[src/rtl/twos_pkg.sv]
// ---------------------------------------------------------------------------
// twos_pkg
// Shared definitions for the bit-serial two's-complement conversion unit:
// conversion mode encodings and FSM state encodings.
// ---------------------------------------------------------------------------
package twos_pkg;

  // Conversion modes, as presented on in_mode.
  typedef enum logic [1:0] {
    MODE_NEG   = 2'b00,  // two's-complement negate
    MODE_ABS   = 2'b01,  // absolute value
    MODE_SM2TC = 2'b10,  // sign-magnitude -> two's complement
    MODE_TC2SM = 2'b11   // two's complement -> sign-magnitude
  } mode_t;

  // Control FSM states.
  typedef enum logic [1:0] {
    ST_IDLE = 2'b00,
    ST_RUN  = 2'b01,
    ST_DONE = 2'b10
  } state_t;

endpackage

[src/rtl/twos_serial_bit.sv]
// ---------------------------------------------------------------------------
// twos_serial_bit
// One-bit cell of the serial negator: copy bits up to and including the
// first one, invert every bit after it (when inversion is enabled).
//
// Ports:
//   clk      in   system clock, rising edge
//   rst      in   asynchronous active-high reset
//   d        in   current operand bit (LSB first); must be 0 when idle
//   inv_en   in   1 = apply the copy-then-invert rule, 0 = pass d through
//   clr      in   synchronous clear of seen_one (start of a new operand)
//   r        out  result bit for the current d
//   seen_one out  registered: a one has been seen in earlier bits
// ---------------------------------------------------------------------------
module twos_serial_bit (
  input  logic clk,
  input  logic rst,
  input  logic d,
  input  logic inv_en,
  input  logic clr,
  output logic r,
  output logic seen_one
);

  logic r_seen_one;

  always_ff @(posedge clk or posedge rst) begin
    if (rst) begin
      r_seen_one <= 1'b0;
    end else if (clr) begin
      r_seen_one <= 1'b0;
    end else if (d) begin
      r_seen_one <= 1'b1;
    end
  end

  assign r        = inv_en ? (d ^ r_seen_one) : d;
  assign seen_one = r_seen_one;

endmodule

[src/rtl/twos_serial_conv.sv]
// ---------------------------------------------------------------------------
// twos_serial_conv
// Bit-serial two's-complement conversion unit. One operand bit per clock,
// LSB first; modes NEG, ABS, SM2TC and TC2SM. Valid/ready on both sides.
// Latency: out_valid rises WIDTH clocks after the accept edge; with
// out_ready tied high a new operand is accepted every WIDTH+2 clocks.
//
// Optional build macro:
//   TWOS_SAT_EN  when defined, overflowing results saturate
//                (NEG/ABS -> +max, TC2SM -> all ones); out_ovf still set.
//
// Parameters:
//   WIDTH  operand/result width, 2..32
//
// Ports:
//   clk        in   system clock, rising edge
//   rst        in   asynchronous active-high reset
//   in_valid   in   operand/mode present
//   in_ready   out  unit can accept an operand (IDLE only)
//   in_data    in   operand [WIDTH-1:0]
//   in_mode    in   00 NEG, 01 ABS, 10 SM2TC, 11 TC2SM
//   out_valid  out  result held and valid
//   out_ready  in   consumer takes result
//   out_data   out  result [WIDTH-1:0]
//   out_ovf    out  result not representable
// ---------------------------------------------------------------------------
module twos_serial_conv
  import twos_pkg::*;
#(
  parameter int WIDTH = 7
) (
  input  logic             clk,
  input  logic             rst,
  input  logic             in_valid,
  output logic             in_ready,
  input  logic [WIDTH-1:0] in_data,
  input  logic [1:0]       in_mode,
  output logic             out_valid,
  input  logic             out_ready,
  output logic [WIDTH-1:0] out_data,
  output logic             out_ovf
);

  localparam int CNT_W = $clog2(WIDTH) + 1;
  localparam logic [CNT_W-1:0] LAST_BIT = CNT_W'(WIDTH - 1);

  state_t           r_state;
  state_t           w_next;
  logic             w_accept;
  logic             w_run;
  logic             w_last;

  logic [CNT_W-1:0] r_cnt;
  logic [WIDTH-1:0] r_opnd;
  logic [WIDTH-1:0] r_res;
  mode_t            r_mode;
  logic             r_inv_en;
  logic             r_sign;
  logic             r_ovf;

  mode_t            w_in_mode;
  logic             w_d;
  logic             w_r;
  logic             w_seen_one;
  logic [WIDTH-1:0] w_fix;

  assign w_in_mode = mode_t'(in_mode);

  // ---------------- FSM ----------------
  always_ff @(posedge clk or posedge rst) begin
    if (rst) begin
      r_state <= ST_IDLE;
    end else begin
      r_state <= w_next;
    end
  end

  always_comb begin
    w_next    = r_state;
    in_ready  = 1'b0;
    out_valid = 1'b0;
    w_accept  = 1'b0;
    w_run     = 1'b0;
    w_last    = 1'b0;
    case (r_state)
      ST_IDLE: begin
        in_ready = 1'b1;
        if (in_valid) begin
          w_accept = 1'b1;
          w_next   = ST_RUN;
        end
      end
      ST_RUN: begin
        w_run = 1'b1;
        if (r_cnt == LAST_BIT) begin
          w_last = 1'b1;
          w_next = ST_DONE;
        end
      end
      ST_DONE: begin
        out_valid = 1'b1;
        if (out_ready) begin
          w_next = ST_IDLE;
        end
      end
      default: w_next = ST_IDLE;
    endcase
  end

  // ---------------- serial cell ----------------
  // d is forced to 0 outside RUN so seen_one only accumulates operand bits.
  assign w_d = w_run & r_opnd[0];

  twos_serial_bit u_bit (
    .clk      (clk),
    .rst      (rst),
    .d        (w_d),
    .inv_en   (r_inv_en),
    .clr      (w_accept),
    .r        (w_r),
    .seen_one (w_seen_one)
  );

  // ---------------- datapath ----------------
  always_ff @(posedge clk or posedge rst) begin
    if (rst) begin
      r_cnt    <= '0;
      r_opnd   <= '0;
      r_res    <= '0;
      r_mode   <= MODE_NEG;
      r_inv_en <= 1'b0;
      r_sign   <= 1'b0;
      r_ovf    <= 1'b0;
    end else if (w_accept) begin
      r_cnt    <= '0;
      // SM2TC negates the magnitude only, so its sign bit enters as 0.
      r_opnd   <= {in_data[WIDTH-1] & (w_in_mode != MODE_SM2TC), in_data[WIDTH-2:0]};
      r_res    <= '0;
      r_mode   <= w_in_mode;
      r_inv_en <= (w_in_mode == MODE_NEG) | in_data[WIDTH-1];
      r_sign   <= in_data[WIDTH-1];
      r_ovf    <= 1'b0;
    end else if (w_run) begin
      r_cnt  <= r_cnt + 1'b1;
      r_opnd <= {1'b0, r_opnd[WIDTH-1:1]};
      r_res  <= {w_r, r_res[WIDTH-1:1]};
      // Overflow is exactly "MSB set with no one below it"; the SM2TC sign
      // bit was cleared on entry, so that mode can never flag here.
      if (w_last) begin
        r_ovf <= w_d & ~w_seen_one;
      end
    end
  end

  // ---------------- result fixups ----------------
  // SM2TC with a positive operand runs with inversion off, so the operand
  // already passes through unchanged and needs no extra mux.
  always_comb begin
    w_fix = r_res;
    if ((r_mode == MODE_TC2SM) && r_sign) begin
      w_fix[WIDTH-1] = 1'b1;
    end
`ifdef TWOS_SAT_EN
    if (r_ovf) begin
      w_fix = (r_mode == MODE_TC2SM) ? '1 : {1'b0, {(WIDTH-1){1'b1}}};
    end
`endif
  end

  assign out_data = w_fix;
  assign out_ovf  = r_ovf;

endmodule

[config.mk]
export PLATFORM = sky130hd
export DESIGN_NAME = twos_serial_conv
export DESIGN_NICKNAME = d
export VERILOG_FILES = /design/src/rtl/twos_pkg.sv /design/src/rtl/twos_serial_bit.sv /design/src/rtl/twos_serial_conv.sv
export SDC_FILE = /design/constraint.sdc
export NUM_CORES = 1
export LEC_CHECK = 0
export ABC_AREA = 1
export ABC_CLOCK_PERIOD_IN_PS = 1200
export CORE_UTILIZATION = 55
export DETAILED_ROUTE_END_ITERATION = 8
export DONT_BUFFER_PORTS = 1
export PLACE_DENSITY = 0.81
export SETUP_SLACK_MARGIN = 0.4
export SYNTH_ARGS = -nofsm -noshare
export SYNTH_HDL_FRONTEND = slang
export SYNTH_SLANG_ARGS = --single-unit
[constraint.sdc]
create_clock -name clk -period 1.2 [get_ports clk]
set_input_delay 0.12 -clock clk [delete_from_list [all_inputs] [get_ports clk]]
set_output_delay 0.12 -clock clk [all_outputs]
set_load 0.01 [all_outputs]
======== Word level (Yosys, flattened, before mapping) ========
Index checks and enable logic that the tools add are counted.
operators by class
  equal/unequal tests ..................... 8
  muxes and demuxes ....................... 24
  bitwise logic cells ..................... 6
  add/subtract/negate cells ............... 1
  reduce and logical (&&, ||, !) cells .... 8
operators by type and width
  cell                 count
  $mux 7               4
  $mux 1               14
  $mux 4               2
  $ne 2x2->1 const B   4
  $mux 2               3
  $pmux 2 s3           1
  $reduce_bool 2->1    3
  $add 4x1->4 const B  1
  $eq 2x2->1 const B   2
  $eq 4x3->1 const B   1
  $logic_not 2->1      2
  $and 1x1->1          3
  $reduce_and 3->1     1
  $eq 2x1->1 const B   1
  $reduce_and 2->1     1
  $logic_and 1x1->1    1
  $not 1->1            1
  $or 1x1->1           1
  $xor 1x1->1          1
word-level totals
  logic and storage cells ................. 56
  bits of input ports ..................... 13
  register bits ........................... 26

======== Depth between registers and ports, before layout ========
Gate-level depths: netlist of the first run.
  depth after elaboration ................. 7
  depth in mapped cells ................... 8

======== By module ========
Synthesis of the first run repeated with hierarchy kept, for this count alone.
unflattened totals
  cell total of the unflattened synthesis .. 145
  area, all modules ....................... 1257.5 sq um
modules (own cells, without submodules)
  module            instances  cells each  area each (sq um)
  twos_serial_conv  1          135         1193.6
  twos_serial_bit   1          10          63.8

======== Least setup slack after synthesis of the first run ========
OpenSTA, ideal clock, no wires.
  path type ............................... reg2reg
  from .................................... register r_state[0]
  to ...................................... register r_res[6]
  arrival time ............................ 1.120 ns
  setup time .............................. 0.124 ns
  slack ................................... -0.044 ns
  clock period less this slack ............ 1.244 ns
  cell stages (with the launch flop) ...... 9
  cells stage by stage .................... dfrtp_1 inv_2 nor2_8 nand2_1 inv_1 ha_1 nand2_1 o211ai_1 nand2_1
on the way
  word-level cells in the longest chain between the ends .. 7
  elaborated cells between the ends (all ways) .. 10
  those cells by class .................... eq/ne: 1; mux: 5; bitwise: 2; reduce/logical: 2
RTL lines
  element                 RTL line                 text
  from (decl)             twos_serial_conv.sv:47   state_t r_state;
  from (signal assigned)  twos_serial_conv.sv:74   r_state <= w_next;
  $eq 2x1->1              twos_serial_conv.sv:85   case (r_state)
  $mux 1                  twos_serial_conv.sv:85
  $and 1x1->1             twos_serial_conv.sv:112  assign w_d = w_run & r_opnd[0];
  $xor 1x1->1             twos_serial_bit.sv:37    assign r = inv_en ? (d ^ r_seen_one) : d;
  $mux 1                  twos_serial_bit.sv:37
  $mux 7                  twos_serial_conv.sv:143  end else if (w_run) begin
  $mux 7                  twos_serial_conv.sv:134  end else if (w_accept) begin
  to (signal assigned)    twos_serial_conv.sv:146  r_res <= {w_r, r_res[WIDTH-1:1]};
  to (decl)               twos_serial_conv.sv:55   logic [WIDTH-1:0] r_res;
Several ways; a longest one is shown, not always the timed one. The select of a mux whose other input is x is not followed.
A chain may end at the register's enable or synchronous reset.

======== Worst setup path after layout of the first run ========
Same ends and word-level chain as after synthesis.

==> results of run 1 <==
-- where the power goes --
part           switching (W)  total [W]  internal (W)
Combinational        0.00126    0.00236       0.00110
Clock               0.000277   0.000615      0.000338
Sequential          0.000434    0.00166       0.00123
Total                0.00197    0.00464       0.00267
-- per-stage QoR --
step	utilization [%]	setup TNS (ps)	cell area (sq um)	hold WS, ps
global placement	62.3	0	1270	79.9
global route	89.6	-1460	1830	41.4
finish	89.6	-819	1830	31.2
floorplan	-	-24.0	1250	160
CTS	78.4	-155	1600	20.6
detailed placement	62.3	-49.9	1270	84.1
-- flip-flops by register name, summed over array words and instances, names as in the netlist --
| name | count |
|---|---|
| r_mode | 2 |
| out_ovf | 1 |
| r_state | 2 |
| r_cnt | 4 |
| r_opnd | 7 |
| u_bit.seen_one | 1 |
| r_inv_en | 1 |
| r_res | 7 |
| r_sign | 1 |
-- synthesized netlist by cell type --
library cell	number	area share, %
nor2_1	5	1.5
o21ai_2	1	0.71
ha_1	3	3.0
nand3_1	7	2.8
nand3_2	4	3.2
inv_1	9	2.7
inv_2	4	1.2
nor2_8	1	1.6
o211ai_1	1	0.61
o21ai_1	8	3.2
nand2_2	1	0.50
buf_6	2	1.8
dfrtp_1	26	52
nand2_1	64	19
nor2_2	1	0.50
nand4_1	1	0.50
buf_4	7	4.2
-- worst max-delay path: stages (launching register included) --
cell and delay (ps):
dfrtp_2 480, inv_4 100, nor2_8 40, nand2_4 80
inv_4 40, ha_4 250, nand2_2 50, o211ai_1 80
nand2_1 90
-- kinds of logic after synthesis --
kind of cell | count (synthesis) | synth area share [%]
buf+inv | 22 | 9.98
compound gates | 10 | 4.54
flops | 26 | 52.4
simple gates | 84 | 30.0
fa+ha+maj | 3 | 3.02
-- final timing paths --
| kind | start | cells past startpoint | slack [ps] | endpoint |
|---|---|---|---|---|
| worst max register to register | r_state[0] | 8 | -80 | r_res[6] |
| worst max-delay path | r_state[0] | 8 | -80 | r_res[6] |
| min in group asynchronous | rst | 3 | 250 | r_opnd[3] |
| worst min-delay path | in_valid | 3 | 30 | r_sign |
| max in group asynchronous | rst | 3 | 670 | r_cnt[1] |
| worst min register to register | r_sign | 2 | 530 | r_sign |
-- metal layers --
metal  part of all wire (%)  global-route usage, %  vias to the layer above  wire length, microns
li1                       -                      -                      498                     -
met1                     39                   33.4                      564                  1430
met2                     51                   46.6                       63                  1880
met3                    6.6                   3.09                       15                   245
met4                    4.3                   9.05                        0                   159
met5                      0                      0                        -                     0
-- final cells by class --
type                       count  area, sq um  share of cell area [%]
tap                           27         33.8                    1.85
multi-input combinational     97          672                    36.7
timing repair buffer          29          337                    18.4
inverter                      13         68.8                    3.76
timing repair inverter         1         8.76                   0.479
clock buffer                   3         22.5                    1.23
clock inverter                 1         30.0                    1.64
sequential                    26          657                    35.9
-- cells in the final DEF (no fill, tap or decap), types with 5 or more instances in the layout --
master         count
buf_4              9
nand3_1            5
nand3_2            6
dfrtp_1           21
dlygate4sd3_1     11
dfrtp_2            5
nand2_2           13
inv_1              7
nand2_4           12
nand2_1           39
o21ai_2            5
-- what timing repair did --
item                                   in CTS  in global routing
endpoints found under the hold margin      38                  0
gates cloned                                1                  2
pin swaps                                   9                 12
setup endpoints to repair                  36                 36
hold buffers                               11                  0
buffers inserted                            3                  6
gates resized for setup                    34                 41
==> results.ini, run 1 <==
[placement]
finalWeightedCongestion = 0.725
place_ws_ps = -49.9
placement.io_buffers = 0
dp.cells = 170
dp_hpwl_mm = 1.58

[clocking]
clk_latency_ps = 340
cts_buffer_depth = 2
tritoncts = done
clk_pin_slew_ps = 150
cts_buffers = 3
htree_levels = 1
cts_root_buf = clkbuf_4
cts.sinks = 26

[timing]
setup_ws_ps = -84.6
fmax_mhz = 778
tightest_slew_ps = 329
rsz0062_at_grt = yes
finalSetupViolCount = 17
slew_headroom_pct = 78.1
fin_crit_sh_pct = 107
fin_skew_ps = 15.4
hold_viol_final = 0
period_needed_ps = 1280
drv_slew = 0

[worst_setup_path]
crit_path_start_kind = flop
end_kind = flop
crit_type = reg -> reg
critPathMaxFanout = 3
required_ps = 1440
crit_arrival_ps = 1520

[run]
maxCapViolCount = 0

[detailed_routing]
drt_iter0_drc = 46
viasPerCell = 5.79
drcViolationCount = 0
wire_per_inst_microns = 18.8
dr.pass1.iters = 4
wl_mm = 3.71
antenna_left = 0
dr_total_vias = 1140

[cells_and_area]
num_antenna_cells = 0
fin_nets = 187
area_growth_pct = 47.4
layoutNonFillerInstCount = 197
nFillCells = 85
drive_gt1_share_pct = 45.3

[pwr]
finalPower_w = 0.00464
power-per-cell-area_nw_per_um2 = 2540
leakage_nw = 1.00
ir_drop_mv = 1.96

[worst_hold_path]
hold_path_class = in -> reg

[yosys]
synth_cell_types = 17
syn_area_per_cell_sq_um = 8.56
synth_area_sq_um = 1240
synth_nets = 161
synth_cells = 145
ys_seq_area_share_pct = 52.4
synth-seq-cells = 26
yosys_warnings = 0

[floorplanning]
start_util_pct = 60.8
fp.dieH_microns = 49.5
rows = 16
ioPinCount = 23
die_area_sq_um = 2450
core_area_sq_um = 2040
die_width_microns = 49.5

[outcome]
violations = setup timing
status = complete, but fails checks

[grt]
track_usage_pct = 26.4
antenna_found_initial = 0
overflow = 0
grt_pass1_vias = 1053
grt_max_degree = 27
grt_pass1_wl_mm = 4.80

Note: power is estimated with default switching activity, not from simulation.
==> inputs of run 2 (changes only) <==
--- a/config.mk
+++ b/config.mk
@@ -7,10 +7,10 @@
 export LEC_CHECK = 0
 export ABC_AREA = 1
 export ABC_CLOCK_PERIOD_IN_PS = 1200
-export CORE_UTILIZATION = 55
+export CORE_UTILIZATION = 40
 export DETAILED_ROUTE_END_ITERATION = 8
 export DONT_BUFFER_PORTS = 1
-export PLACE_DENSITY = 0.81
+export PLACE_DENSITY = 0.64
 export SETUP_SLACK_MARGIN = 0.4
 export SYNTH_ARGS = -nofsm -noshare
 export SYNTH_HDL_FRONTEND = slang
==> run 2 against run 1 <==
The run ends with DRC, hold timing, setup timing left. Clock power shrank 0.7%. Power shrank 19%. Clock skew shrank 8.1 ps. Via count shrank 13%. Core utilization shrank 33 points. Setup slack gained 44 ps. Worst hold slack lost 35 ps.
==> results.ini, run 2 (same netlist as run 1, synthesis figures left out) <==
[outcome]
status = complete, but fails checks  ; unchanged
violations = DRC, hold timing, setup timing  ; was setup timing

[detailed_routing]
drcViolationCount = 1  ; was 0
dr.pass1.iters = 6  ; was 4
antenna_left = 0  ; unchanged
viasPerCell = 4.95  ; was 5.79
wl_mm = 2.68  ; was 3.71 mm
dr_total_vias = 994  ; was 1,140
wire_per_inst_microns = 13.3  ; was 18.8 microns
drt_iter0_drc = 62  ; was 46

[worst_setup_path]
slowest_stage = dfrtp_1  ; was dfrtp_2
r2r_start = r_state[0]  ; unchanged
end_kind = primary output  ; was flop
crit_start = r_state[0]  ; unchanged
crit_top_cell = buf_6  ; was inv_4
critPathMaxStageDelay_ps = 450  ; was 480 ps
crit_family = flip-flops  ; unchanged
critPathMaxFanout = 3  ; unchanged
cp_num_buf_inv = 2  ; unchanged
crit_path_start_kind = flop  ; unchanged
crit_type = reg -> out  ; was reg -> reg
crit_arrival_ps = 1120  ; was 1520 ps
crit_chain = buf_6, nor2_4, buf_6  ; was inv_4, nor2_8, nand2_4, inv_4, ha_4, nand2_2, o211ai_1, nand2_1
required_ps = 1080  ; was 1440 ps

[clocking]
cts.sinks = 26  ; unchanged
cts_root_buf = clkbuf_4  ; unchanged
cts_buffers = 3  ; unchanged
tritoncts = done  ; unchanged
htree_levels = 1  ; unchanged
clk_pin_slew_ps = 140  ; was 150 ps
clk_latency_ps = 320  ; was 340 ps
cts_buffer_depth = 2  ; unchanged

[grt]
grt_pass1_wl_mm = 4.60  ; was 4.80 mm
antenna_found_initial = 0  ; unchanged
grt_pass1_vias = 1034  ; was 1,053
overflow = 0  ; unchanged
track_usage_pct = 18.2  ; was 26.4%
grt_max_degree = 19  ; was 27

[cells_and_area]
reg_top3 = r_opnd: 7 flops, r_res: 7 flops, r_cnt: 4 flops  ; unchanged
layout_common_cells = 58 x nand2_1, 24 x dfrtp_1, 12 x dlygate4sd3_1, 12 x buf_4, 7 x inv_1  ; was 39 x nand2_1, 21 x dfrtp_1, 13 x nand2_2
layoutNonFillerInstCount = 201  ; was 197
drive_gt1_share_pct = 29.4  ; was 45.3%
area_growth_pct = 30.3  ; was 47.4%
fin_nets = 187  ; unchanged
fin_area_sq_um = 1620  ; was 1830 sq um
final_common_cell = nand2_1  ; unchanged
fin_util_pct = 56.7  ; was 89.6%
num_antenna_cells = 0  ; unchanged
nFillCells = 255  ; was 85

[pwr]
switchingPower_w = 0.00147  ; was 0.00197 W
power-per-cell-area_nw_per_um2 = 2320  ; was 2540 nW/um^2
switching_share_pct = 39.1  ; was 42.4%
pwr-share-clk_pct = 16.3  ; was 13.3%
combPwrFrac_pct = 42.9  ; was 50.9%
leakage_nw = 0.836  ; was 1.00 nW
power.internal_w = 0.00228  ; was 0.00267 W
ir_drop_mv = 0.896  ; was 1.96 mV
p_seq_share_pct = 40.8  ; was 35.9%

[timing]
finalSetupViolCount = 6  ; was 17
fin_hold_ws_ps = -4.11  ; was 31.2 ps
period_needed_ps = 1240  ; was 1280 ps
rsz0062_at_grt = yes  ; unchanged
setup_ws_ps = -40.8  ; was -84.6 ps
slew_headroom_pct = 81.0  ; was 78.1%
drv_slew = 0  ; unchanged
fin_skew_ps = 7.29  ; was 15.4 ps
fin_crit_sh_pct = 103  ; was 107%
fmax_mhz = 806  ; was 778 MHz
tightest_slew_ps = 284  ; was 329 ps
hold_viol_final = 1  ; was 0

[floorplanning]
start_util_pct = 43.5  ; was 60.8%
core_area_sq_um = 2850  ; was 2040 sq um
ioPinCount = 23  ; unchanged
die_area_sq_um = 3330  ; was 2450 sq um
fp.dieH_microns = 57.7  ; was 49.5 microns
die_width_microns = 57.7  ; was 49.5 microns
rows = 19  ; was 16

[placement]
dp.cells = 176  ; was 170
dp_hpwl_mm = 1.63  ; was 1.58 mm
place_area_sq_um = 1290  ; was 1270 sq um
placement.io_buffers = 0  ; unchanged
finalWeightedCongestion = 0.782  ; was 0.725

[worst_hold_path]
hp-start = in_mode[0]  ; was in_valid
hold_path_class = in -> reg  ; unchanged

[run]
maxCapViolCount = 0  ; unchanged

-- run 2: final cells by class --
class / count / area, sq um / share of cell area [%]
sequential: 26 / 653 / 40.4
multi-input combinational: 98 / 547 / 33.8
timing repair buffer: 28 / 264 / 16.3
inverter: 13 / 56.3 / 3.48
tap: 31 / 38.8 / 2.40
clock inverter: 1 / 30.0 / 1.86
clock buffer: 3 / 22.5 / 1.39
timing repair inverter: 1 / 6.26 / 0.387
-- run 2: power groups by stage --
| stage | combinational (W) | clock [W] | sequential (W) |
|---|---|---|---|
| floorplan | 0.00103 | 0 | 0.00143 |
| global placement | 0.00117 | 0 | 0.00150 |
| detailed placement | 0.00122 | 0 | 0.00151 |
| CTS | 0.00156 | 0.000621 | 0.00151 |
| global route | 0.00179 | 0.000660 | 0.00157 |
| finish | 0.00161 | 0.000611 | 0.00153 |
-- run 2: final timing paths --
kind                        endpoint  slack, ps  cells past startpoint
setup / recovery           out_valid        -40                      3
max in group asynchronous   r_res[3]        770                      3
hold / removal              r_inv_en         -4                      3
setup reg to reg            r_cnt[3]        -40                      8
hold reg to reg            r_opnd[6]        520                      2
min in group asynchronous  r_opnd[6]        220                      3
-- run 2: worst min-delay path, delay by kind of cell --
family,cells,cell delay [ps]
simple gates,2,110
compound gates,1,60
-- run 2: stage by stage --
| step | TNS, ps | power, W | setup slack [ps] |
|---|---|---|---|
| 6_report | -156 | 0.00375 | -40.8 |
| 5_1_grt | -891 | 0.00403 | -98.2 |
| 4_1_cts | -84.1 | 0.00369 | -30.5 |
| 3_5_place_dp | -25.4 | 0.00273 | -25.4 |
| 3_3_place_gp | 0 | 0.00267 | 22.6 |
| 2_1_floorplan | -24.0 | 0.00247 | -24.0 |
-- run 2: what timing repair did --
item / in CTS / in global routing
buffers inserted: 6 / 1
endpoints found under the hold margin: 39 / 0
hold buffers: 12 / 0
pin swaps: 6 / 3
gates resized for setup: 20 / 5
gates cloned: 2 / 0
endpoints found under the setup margin: 36 / 36
-- run 2: routing by layer --
metal	global-route usage [%]	part of all wire, %	vias to the layer above
met5	0	0	-
met4	6.80	1.7	0
met3	3.57	4.4	6
met2	31.2	51	28
met1	22.9	43	465
li1	-	-	495
